File: src/rtl/mcs4_pkg.sv
// Shared constants for the MCS-4 cycle sequencer.
//   SC_*      : subcycle numbering of the 8-subcycle instruction frame (A1=0 .. X3=7)
//   SLOT_*    : phase-slot numbers inside one subcycle
//   seq_state_e : run-control state machine encoding
package mcs4_pkg;

  localparam logic [2:0] SC_A1 = 3'd0;
  localparam logic [2:0] SC_A2 = 3'd1;
  localparam logic [2:0] SC_A3 = 3'd2;
  localparam logic [2:0] SC_M1 = 3'd3;
  localparam logic [2:0] SC_M2 = 3'd4;
  localparam logic [2:0] SC_X1 = 3'd5;
  localparam logic [2:0] SC_X2 = 3'd6;
  localparam logic [2:0] SC_X3 = 3'd7;

  localparam logic [1:0] SLOT_CLK1 = 2'd0;
  localparam logic [1:0] SLOT_CLK2 = 2'd2;
  localparam logic [1:0] SLOT_LAST = 2'd3;

  typedef enum logic [1:0] {
    ST_HALT = 2'd0,
    ST_RUN  = 2'd1,
    ST_STEP = 2'd2
  } seq_state_e;

endpackage

File: src/rtl/mcs4_phase_gen.sv
// Phase-slot generator: a CLK_DIV divider feeding a 4-slot counter.
// Ports:
//   sysclk, rst_n : clock / async active-low reset
//   en_i          : count enable; when low both counters are forced to 0
//   slot_o        : current slot (0=clk1, 1=gap, 2=clk2, 3=gap)
//   slot_nxt_o    : slot value after the coming sysclk edge
//   slot_last_o   : this sysclk is the last one of the current slot
//   sub_last_o    : this sysclk is the last one of slot 3 (end of subcycle)
module mcs4_phase_gen
  import mcs4_pkg::*;
#(
  parameter int CLK_DIV = 2
) (
  input  logic       sysclk,
  input  logic       rst_n,
  input  logic       en_i,
  output logic [1:0] slot_o,
  output logic [1:0] slot_nxt_o,
  output logic       slot_last_o,
  output logic       sub_last_o
);

  localparam int DIV_W = (CLK_DIV > 1) ? $clog2(CLK_DIV) : 1;
  localparam logic [DIV_W-1:0] DIV_MAX = DIV_W'(CLK_DIV - 1);

  logic [DIV_W-1:0] div_q, div_d;
  logic [1:0]       slot_q, slot_d;

  assign slot_last_o = en_i && (div_q == DIV_MAX);
  assign sub_last_o  = slot_last_o && (slot_q == SLOT_LAST);
  assign slot_o      = slot_q;
  assign slot_nxt_o  = slot_d;

  always_comb begin
    div_d  = '0;
    slot_d = '0;
    if (en_i) begin
      div_d  = slot_last_o ? '0 : div_q + DIV_W'(1);
      // 2-bit slot counter wraps 3 -> 0 on its own
      slot_d = slot_last_o ? slot_q + 2'd1 : slot_q;
    end
  end

  always_ff @(posedge sysclk or negedge rst_n) begin
    if (!rst_n) begin
      div_q  <= '0;
      slot_q <= '0;
    end else begin
      div_q  <= div_d;
      slot_q <= slot_d;
    end
  end

endmodule

File: src/rtl/mcs4_cycle_sequencer.sv
// MCS-4 bus-side cycle sequencer: generates clk1/clk2, SYNC and the A1..X3
// frame from sysclk, captures address/opcode nibbles and drives CM strobes.
// Ports:
//   sysclk, rst_n         : clock / async active-low reset
//   run, step             : free-run level / single-instruction pulse
//   data_in               : 4-bit bus nibble
//   bank_sel, src_cycle   : CM-RAM bank (latched at A1 entry) / SRC flag (X2 entry)
//   clk1, clk2, sync      : phase clocks and X3 marker
//   subcycle              : A1=0 .. X3=7 (7 while halted)
//   addr, opcode          : last fetched address and opcode
//   fetch_valid           : one-sysclk pulse after the M2 sample
//   cm_rom, cm_ram        : command strobes
//   halted                : sequencer stopped between X3 and A1
//   dbg_state             : run-control FSM state
//
// Handshake: there is no backpressure. fetch_valid is a one-sysclk qualifier;
// addr/opcode are valid from that sysclk and hold until the next M2 sample.
//
// All outputs are registered from the next-state position so that they
// change exactly on slot boundaries together with the counters.
module mcs4_cycle_sequencer
  import mcs4_pkg::*;
#(
  parameter int CLK_DIV = 2,
  parameter int N_CMRAM = 4,
  parameter int BANK_W  = (N_CMRAM > 1) ? $clog2(N_CMRAM) : 1
) (
  input  logic              sysclk,
  input  logic              rst_n,
  input  logic              run,
  input  logic              step,
  input  logic [3:0]        data_in,
  input  logic [BANK_W-1:0] bank_sel,
  input  logic              src_cycle,
  output logic              clk1,
  output logic              clk2,
  output logic              sync,
  output logic [2:0]        subcycle,
  output logic [11:0]       addr,
  output logic [7:0]        opcode,
  output logic              fetch_valid,
  output logic              cm_rom,
  output logic [N_CMRAM-1:0] cm_ram,
  output logic              halted,
  output logic [1:0]        dbg_state
);

  seq_state_e state_q, state_d;
  logic [2:0] sub_q, sub_d;
  logic [1:0] slot, slot_nxt;
  logic       slot_last, sub_last;
  logic       en, end_x3, active_d, enter_a1, enter_x2, sample;

  logic [3:0] a1_q, a2_q, a3_q, m1_q;
  logic [BANK_W-1:0] bank_q, bank_eff;
  logic       src_q, src_eff;

  logic clk1_q, clk1_d, clk2_q, clk2_d, sync_q, sync_d, rom_q, rom_d, halted_q, halted_d;
  logic [2:0] subcycle_q, subcycle_d;
  logic [N_CMRAM-1:0] ram_q, ram_d;
  logic [11:0] addr_q;
  logic [7:0]  opcode_q;
  logic        fv_q;

  assign en     = (state_q != ST_HALT);
  assign end_x3 = sub_last && (sub_q == SC_X3);
  assign sample = slot_last && (slot == SLOT_CLK2);

  mcs4_phase_gen #(.CLK_DIV(CLK_DIV)) u_phase (
    .sysclk      (sysclk),
    .rst_n       (rst_n),
    .en_i        (en),
    .slot_o      (slot),
    .slot_nxt_o  (slot_nxt),
    .slot_last_o (slot_last),
    .sub_last_o  (sub_last)
  );

  // FSM: state register
  always_ff @(posedge sysclk or negedge rst_n) begin
    if (!rst_n) state_q <= ST_HALT;
    else        state_q <= state_d;
  end

  // FSM: next state. run has priority over step when halted.
  always_comb begin
    state_d = state_q;
    case (state_q)
      ST_HALT: begin
        if (run)       state_d = ST_RUN;
        else if (step) state_d = ST_STEP;
      end
      ST_RUN:  if (end_x3) state_d = run ? ST_RUN : ST_HALT;
      ST_STEP: if (end_x3) state_d = ST_HALT;
      default: state_d = ST_HALT;
    endcase
  end

  // Subcycle advances at the end of each slot 3; the 3-bit wrap gives X3 -> A1.
  always_comb begin
    sub_d = '0;
    if (en) sub_d = sub_last ? sub_q + 3'd1 : sub_q;
  end

  assign active_d = (state_d != ST_HALT);
  assign enter_a1 = active_d && (!en || end_x3);
  assign enter_x2 = sub_last && (sub_q == SC_X1);
  // Use the live input on the entry edge so the strobe starts with the subcycle.
  assign bank_eff = enter_a1 ? bank_sel : bank_q;
  assign src_eff  = enter_x2 ? src_cycle : src_q;

  // FSM: output decode from the next position
  always_comb begin
    clk1_d     = active_d && (slot_nxt == SLOT_CLK1);
    clk2_d     = active_d && (slot_nxt == SLOT_CLK2);
    sync_d     = active_d && (sub_d == SC_X3);
    subcycle_d = active_d ? sub_d : SC_X3;
    halted_d   = !active_d;
    rom_d      = active_d && ((sub_d == SC_A3) || ((sub_d == SC_X2) && src_eff));
    ram_d      = '0;
    if (rom_d && (32'(bank_eff) < N_CMRAM)) ram_d = N_CMRAM'(1) << bank_eff;
  end

  always_ff @(posedge sysclk or negedge rst_n) begin
    if (!rst_n) begin
      sub_q      <= SC_X3;
      bank_q     <= '0;
      src_q      <= 1'b0;
      clk1_q     <= 1'b0;
      clk2_q     <= 1'b0;
      sync_q     <= 1'b0;
      subcycle_q <= SC_X3;
      halted_q   <= 1'b1;
      rom_q      <= 1'b0;
      ram_q      <= '0;
    end else begin
      sub_q      <= sub_d;
      if (enter_a1) bank_q <= bank_sel;
      if (enter_x2) src_q  <= src_cycle;
      clk1_q     <= clk1_d;
      clk2_q     <= clk2_d;
      sync_q     <= sync_d;
      subcycle_q <= subcycle_d;
      halted_q   <= halted_d;
      rom_q      <= rom_d;
      ram_q      <= ram_d;
    end
  end

  // Nibble staging: sampled on the last sysclk of the clk2 slot.
  // addr/opcode are published together only at the M2 sample.
  always_ff @(posedge sysclk or negedge rst_n) begin
    if (!rst_n) begin
      a1_q     <= '0;
      a2_q     <= '0;
      a3_q     <= '0;
      m1_q     <= '0;
      addr_q   <= '0;
      opcode_q <= '0;
      fv_q     <= 1'b0;
    end else begin
      fv_q <= sample && (sub_q == SC_M2);
      if (sample) begin
        case (sub_q)
          SC_A1: a1_q <= data_in;
          SC_A2: a2_q <= data_in;
          SC_A3: a3_q <= data_in;
          SC_M1: m1_q <= data_in;
          SC_M2: begin
            addr_q   <= {a3_q, a2_q, a1_q};
            opcode_q <= {m1_q, data_in};
          end
          default: ;
        endcase
      end
    end
  end

  assign clk1        = clk1_q;
  assign clk2        = clk2_q;
  assign sync        = sync_q;
  assign subcycle    = subcycle_q;
  assign addr        = addr_q;
  assign opcode      = opcode_q;
  assign fetch_valid = fv_q;
  assign cm_rom      = rom_q;
  assign cm_ram      = ram_q;
  assign halted      = halted_q;
  assign dbg_state   = state_q;

endmodule

File: config.mk
export PLATFORM = sky130hd
export DESIGN_NAME = mcs4_cycle_sequencer
export DESIGN_NICKNAME = d
export VERILOG_FILES = /design/src/rtl/mcs4_pkg.sv /design/src/rtl/mcs4_phase_gen.sv /design/src/rtl/mcs4_cycle_sequencer.sv
export SDC_FILE = /design/constraint.sdc
export NUM_CORES = 1
export LEC_CHECK = 0
export BUFFER_PORTS_ARGS = -buffer_cell sky130_fd_sc_hd__buf_2
export CORE_MARGIN = 8
export CORE_UTILIZATION = 49
export DETAILED_ROUTE_END_ITERATION = 7
export PLACE_DENSITY = 0.74
export SLEW_MARGIN = 10
export SYNTH_ARGS = -nofsm -noshare
export SYNTH_HDL_FRONTEND = slang
export SYNTH_HIERARCHICAL = 1
export SYNTH_SLANG_ARGS = --single-unit
export TNS_END_PERCENT = 20
File: constraint.sdc
create_clock -name sysclk -period 2 [get_ports sysclk]
set_input_delay 0 -clock sysclk [delete_from_list [all_inputs] [get_ports sysclk]]
set_output_delay 0 -clock sysclk [all_outputs]
set_load 0.02 [all_outputs]
==> results.py, run 1 <==
metrics = {
    "floorplan": {
        "fp.dieW_um": 87.45,
        "pin_count": 46,
        "die_area_mm2": 0.007647,
        "start_util_pct": 49.93,
        "dieHeight_um": 87.45,
        "core_mm2": 0.005010,
        "rows": 26,
    },
    "detailed_routing": {
        "via_count": 1590,
        "drc": 0,
        "dr.pass1.iters": 4,
        "routed_wl_um": 4888,
        "drt_iter0_drc": 20,
        "wl_per_cell_um": 15.23,
        "ant_nets": 0,
        "drt-vias-per-instance": 4.953,
    },
    "pwr": {
        "powerDensity_mw_per_mm2": 1435,
        "p_leak_nw": 1.542,
        "ir_drop_v": 0.0007127,
    },
    "worst_setup_path": {
        "critPathLaunchType": "register",
        "critPathMaxStageDelay_ns": 0.41,
        "cp-end-kind": "register",
        "crit_required_ns": 2.19,
        "path_class": "reg2reg",
        "reg2reg_depth": 6,
        "crit_arrival_ns": 2.06,
        "critPathSlowestCell": "dfrtp_1",
        "path_cells": "ha_1, and3_2, nand3_1, mux2_2, a211oi_4, a211oi_1",
        "critical_path.max_fanout": 8,
    },
    "sta": {
        "max_freq_ghz": 0.5346,
        "finalMaxSlewViolations": 0,
        "setup_viol": 0,
        "slew_headroom_pct": 67.55,
        "tns_ns": 0,
        "worst_slew_pin_slew_ns": 0.4868,
        "worst_slack_ns": 0.1294,
        "period_minus_slack_ns": 1.871,
        "skew_ns": 0.007053,
        "grt_setup_unrepaired": "no",
        "fin_crit_sh_pct": 93.53,
        "hold_violations": 0,
    },
    "clock_tree": {
        "clockBufferDepth": 2,
        "cts_tree": "yes",
        "clkSinkCount": 60,
        "numCtsBuffers": 9,
        "clk_latency_ns": 0.33,
        "cts.clk_slew.worst_paths_ns": 0.06,
        "cts_root_buffer": "clkbuf_8",
        "htree_levels": 3,
    },
    "job": {
        "cap_violations": 0,
    },
    "synthesis": {
        "synthFlopType": "dfrtp_1",
        "synth.largest_area_cell": "dfrtp_1",
        "synth-seq-cells": 60,
        "synth_edf_count": 0,
        "syn_area_per_cell_um2": 13.97,
        "synth_area_mm2": 0.002501,
        "ys_async_sr_fraction_pct": 100.0,
        "yosys_warnings": 6,
        "syn-num-nets": 197,
        "synth_cell_type_count": 38,
        "synth_top_area_share_pct": 53.03,
        "synthTopCellsByArea": "dfrtp_1, mux2_2, dfstp_2",
        "synth_common_cells": "dfrtp_1, mux2_2",
        "seq_area_frac_synth_pct": 60.38,
        "yosysMostFrequentCell": "dfrtp_1",
        "syn_inst": 179,
    },
    "grt": {
        "grt_overflow": 0,
        "grt_max_degree": 23,
        "grt_pass1_wl_um": 8045,
        "grt_pass1_vias": 1687,
        "antenna_found_initial": 0,
        "grt_usage_pct": 14.07,
    },
    "cells_and_area": {
        "final_nets": 264,
        "drive_gt1_share_pct": 49.80,
        "finalInstanceArea_mm2": 0.003134,
        "n_antenna_cell": 0,
        "syn_to_final_growth_pct": 25.31,
    },
    "min_path": {
        "min_path_cells": 3,
        "hp-class": "in2reg",
    },
    "place": {
        "placed_area_mm2": 0.002853,
        "io_buffer_count": 45,
        "pre_cts_ws_ns": 0.07834,
        "dp_hpwl_um": 3448,
        "gp_congestion": 0.7744,
    },
    "run_status": {
        "status": "finished clean",
    },
}
cell type report:
class | count | area [um2]
multi-input cells | 106 | 945.9
repair buffers | 61 | 380.4
inverters | 8 | 30.03
well taps | 70 | 87.58
clock buffers | 12 | 155.1
fillers | 434 | 1876
clock inverters | 4 | 23.77
flip-flops and latches | 60 | 1511
kinds of logic after synthesis:
logic type / count (synthesis) / share of synthesized area, %
buffers and inverters: 13 / 2.501
flip-flops: 60 / 60.38
XOR/XNOR: 3 / 1.051
adder cells (fa/ha/maj): 7 / 3.502
AO/OA/AOI/OAI: 15 / 5.203
multiplexers: 41 / 18.36
AND/OR/NAND/NOR: 40 / 9.006
stage by stage:
stage	cells	util [%]	total power, W	hold WS, ns
2_1_floorplan	179	-	0.003046	-0.2956
3_3_place_gp	295	56.94	0.003475	-0.009750
3_5_place_dp	295	56.94	0.003528	-0.01085
4_1_cts	320	62.31	0.004543	0.005635
5_1_grt	321	62.56	0.004800	0.04060
6_report	321	62.56	0.004497	0.03346
worst max-delay path, delay by kind of cell, from the launching register on:
family,cells,cell delay (ns)
simple gates,2,0.38
fa+ha+maj,1,0.20
mux,1,0.37
compound gates,2,0.36
flops,1,0.41
timing repair:
item / 4_1_cts / 5_1_grt
hold buffers: 9 / 0
buffers inserted: 0 / 1
setup endpoints to repair: 0 / 4
endpoints found under the hold margin: 47 / 0
gates resized for setup: 0 / 2
worst paths after layout:
kind                              startpoint      endpoint  slack (ns)
max                        u_phase/slot_o[0]     cm_ram[1]        0.13
min reg2reg                          addr[9]       addr[9]        0.50
min in group asynchronous              rst_n       a2_q[0]        0.17
min                                      run  dbg_state[0]        0.03
max in group asynchronous              rst_n      sub_q[2]        1.13
max reg2reg                u_phase/slot_o[0]     cm_ram[1]        0.13
per-layer routing:
metal  track usage, %  vias to the layer above  routed length [um]
li1                 -                      747                   -
met2            23.76                       40                2378
met3            4.623                       10                 321
met5                0                        -                   0
met4            7.500                        0                 100
met1            15.24                      793                2087
where the power goes:
group          switching [W]  leakage [nW]  total [W]  internal, W
logic               0.000837         0.706    0.00155     0.000714
clock network       0.000448        0.0961   0.000961     0.000513
registers           0.000254         0.740    0.00199      0.00173
total                0.00154          1.54    0.00450      0.00296
placed cells by master (no fill, tap or decap), drive strengths merged, types with 2 or more instances in the layout:
cell,instances
or3b,2
dlygate4sd3,9
dfrtp,53
xor2,2
and2,3
dfstp,7
or2,2
inv,8
a21oi,5
a211oi,5
mux2i,2
nand3,4
ha,7
buf,52
nor3,2
nand2,7
clkinv,4
and3,2
nor2,7
clkbuf,12
nand3b,3
nand2b,3
mux2,39
o21ai,2
sequential cells by signal, indices dropped and copies added (netlist names), 3 cells and up:
name	count
a1_q	4
a2_q	4
a3_q	4
addr	12
cm_ram	4
m1_q	4
opcode	8
sub_q	3
subcycle	3
Note: power is estimated with default switching activity, not from simulation.
==> inputs of run 2 (changes only) <==
--- a/config.mk
+++ b/config.mk
@@ -13,6 +13,5 @@
 export SLEW_MARGIN = 10
 export SYNTH_ARGS = -nofsm -noshare
 export SYNTH_HDL_FRONTEND = slang
-export SYNTH_HIERARCHICAL = 1
 export SYNTH_SLANG_ARGS = --single-unit
 export TNS_END_PERCENT = 20
==> run 2 against run 1 <==
  * Via count increased by 2.4%
  * Sequential share of layout area shrank 2.7 points
  * Worst hold slack better by 0.19 ns
  * Wire length up 3.4%
  * Synthesized area fell by 0.50%
  * Cell count is 1.2% higher
  * Critical path type unchanged
  * Critical endpoint is now cm_ram[2]
  * Largest cell class unchanged
  * Largest power group unchanged
  * Highest routed layer unchanged
==> results.py, run 2 <==
metrics = {
    "floorplan": {
        "pin_count": 46,
        "fp.dieW_um": 87.27,
        "die_area_mm2": 0.007615,
        "rows": 26,
        "start_util_pct": 49.68,
        "dieHeight_um": 87.27,
        "core_mm2": 0.005010,
    },
    "grt": {
        "grt_max_degree": 34,
        "grt_overflow": 0,
        "grt_pass1_vias": 1682,
        "grt_pass1_wl_um": 8321,
        "grt_usage_pct": 14.81,
        "antenna_found_initial": 0,
    },
    "pwr": {
        "p_leak_nw": 1.604,
        "powerDensity_mw_per_mm2": 1575,
        "power_w": 0.005234,
        "ir_drop_v": 0.001071,
    },
    "cells_and_area": {
        "register_area_mm2": 0.001511,
        "finalInstanceArea_mm2": 0.003323,
        "final_nets": 269,
        "layout_commonest_cell": "dfrtp_1",
        "drive_gt1_share_pct": 52.55,
        "syn_to_final_growth_pct": 33.53,
        "layout_common_cells": "dfrtp_1, buf_2, mux2_2",
        "n_antenna_cell": 0,
        "fin_cells": 325,
        "n_fill_cell": 383,
        "final_util_pct": 66.33,
        "multi_input_area_mm2": 0.001018,
        "largest_register_ffs": 12,
    },
    "detailed_routing": {
        "via_count": 1628,
        "wl_met1_um": 2086,
        "route.met3.wl_um": 480,
        "drt-vias-per-instance": 5.009,
        "dr.pass1.iters": 4,
        "routed-wl-met2_um": 2440,
        "ant_nets": 0,
        "wl_per_cell_um": 15.55,
        "top_layer_used": "met4",
        "routed_wl_um": 5053,
        "drt_iter0_drc": 58,
        "drc": 0,
    },
    "synthesis": {
        "yosys_warnings": 0,
        "synthTopCellsByArea": "dfrtp_1, mux2_2, dfstp_2",
        "synth.largest_area_cell": "dfrtp_1",
        "synthFlopType": "dfrtp_1",
        "synth_area_mm2": 0.002489,
        "yosysMostFrequentCell": "dfrtp_1",
        "syn_area_per_cell_um2": 13.98,
        "synth_edf_count": 0,
        "synth_common_cells": "dfrtp_1, mux2_2, inv_1, nor2_1, ha_1",
        "synth_cell_type_count": 37,
        "syn-num-nets": 197,
        "seq_area_frac_synth_pct": 60.68,
        "syn_inst": 178,
        "synth-seq-cells": 60,
        "ys_async_sr_fraction_pct": 100.0,
        "synth_top_area_share_pct": 53.29,
    },
    "clock_tree": {
        "htree_levels": 3,
        "cts.clk_slew.worst_paths_ns": 0.07,
        "cts_tree": "yes",
        "numCtsBuffers": 9,
        "clk_latency_ns": 0.34,
        "clockBufferDepth": 2,
        "clkSinkCount": 60,
        "cts_root_buffer": "clkbuf_8",
    },
    "worst_setup_path": {
        "critPathLaunchType": "register",
        "crit_arrival_ns": 2.17,
        "critical_path.max_fanout": 5,
        "crit_required_ns": 2.24,
        "path_cells": "inv_2, ha_4, nand3_4, a2111oi_4, nand3_2, nor4_2",
        "worstReg2RegEnd": "cm_ram[2]",
        "critPathBufInv": 1,
        "critPathSlowestCell": "dfstp_2",
        "r2r_start": "sub_q[0]",
        "critPathMaxStageDelay_ns": 0.58,
        "path_class": "reg2reg",
        "rrSetupSlack_ns": 0.06,
        "reg2reg_depth": 6,
        "critical_path.top_delay_family": "flip-flops",
        "cp-end-kind": "register",
    },
    "sta": {
        "setup_viol": 0,
        "skew_ns": 0.01031,
        "worst_slew_pin_slew_ns": 0.6349,
        "worst_slack_ns": 0.06135,
        "finalMaxSlewViolations": 0,
        "hold_violations": 0,
        "grt_setup_unrepaired": "yes",
        "period_minus_slack_ns": 1.939,
        "slew_headroom_pct": 57.68,
        "max_freq_ghz": 0.5158,
        "fin_crit_sh_pct": 96.93,
    },
    "place": {
        "dp_hpwl_um": 3318,
        "dp.cells": 294,
        "placed_area_mm2": 0.002850,
        "pre_cts_ws_ns": -0.04979,
        "gp_congestion": 0.7129,
        "io_buffer_count": 45,
    },
    "run_status": {
        "status": "finished clean",
    },
    "min_path": {
        "hp-class": "in2async",
    },
    "job": {
        "cap_violations": 0,
    },
}
## run 2: where the power goes
part	total, W	internal, W	switching, W
Clock	0.00126	0.000824	0.000440
Combinational	0.00192	0.000893	0.00103
Sequential	0.00205	0.00174	0.000305
## run 2: layout make-up
cell class	instances	share of cell area (%)
flip-flops and latches	60	45.48
multi-input cells	102	30.65
repair buffers	66	13.03
clock buffers	11	3.953
clock inverters	5	3.012
well taps	70	2.636
inverters	11	1.242
## run 2: repair_timing
action | 4_1_cts | 5_1_grt
hold buffers | 10 | 0
cloned | 0 | 0
setup buffers | 4 | 1
endpoints found under the setup margin | 3 | 13
resized for setup | 5 | 13
hold endpoints to repair | 54 | 0
pin swaps | 2 | 5
## run 2: how the worst max path moves through the flow
stage	slack, ns	cells past startpoint	from	endpoint
after floorplan	0.08	7	sub_q[0]	cm_ram[0]
after global placement	0.05	7	sub_q[0]	cm_ram[2]
after detailed placement	-0.05	7	sub_q[0]	cm_ram[0]
after CTS	0.03	7	sub_q[0]	cm_ram[0]
after global routing	-0.04	7	sub_q[0]	cm_ram[0]
final	0.06	6	sub_q[0]	cm_ram[2]
## run 2: cells by family after synthesis
logic type | Yosys count | synth area share [%]
XOR/XNOR | 1 | 0.3520
AO/OA/AOI/OAI | 13 | 5.681
buffers and inverters | 16 | 3.017
AND/OR/NAND/NOR | 41 | 8.749
flip-flops | 60 | 60.68
multiplexers | 39 | 17.50
adder cells (fa/ha/maj) | 8 | 4.022
## run 2: worst register-to-register path: stages (launching register included)
cell and delay [ns]:
dfstp_2 0.58, inv_2 0.07, ha_4 0.27, nand3_4 0.07
a2111oi_4 0.36, nand3_2 0.19, nor4_2 0.30
## run 2: metrics by stage
| stage | hold slack, ns | setup TNS, ns |
|---|---|---|
| 2_1_floorplan | -0.2956 | 0 |
| 3_3_place_gp | 0.06117 | 0 |
| 3_5_place_dp | 0.05799 | -0.08713 |
| 4_1_cts | 0.2217 | 0 |
| 5_1_grt | 0.2751 | -0.1029 |
| 6_report | 0.2203 | 0 |
## run 2: per-layer routing
layer | GRT usage [%] | up-vias
li1 | - | 771
met1 | 16.89 | 802
met2 | 22.25 | 51
met3 | 8.113 | 4
met4 | 6.563 | 0
met5 | 0 | -
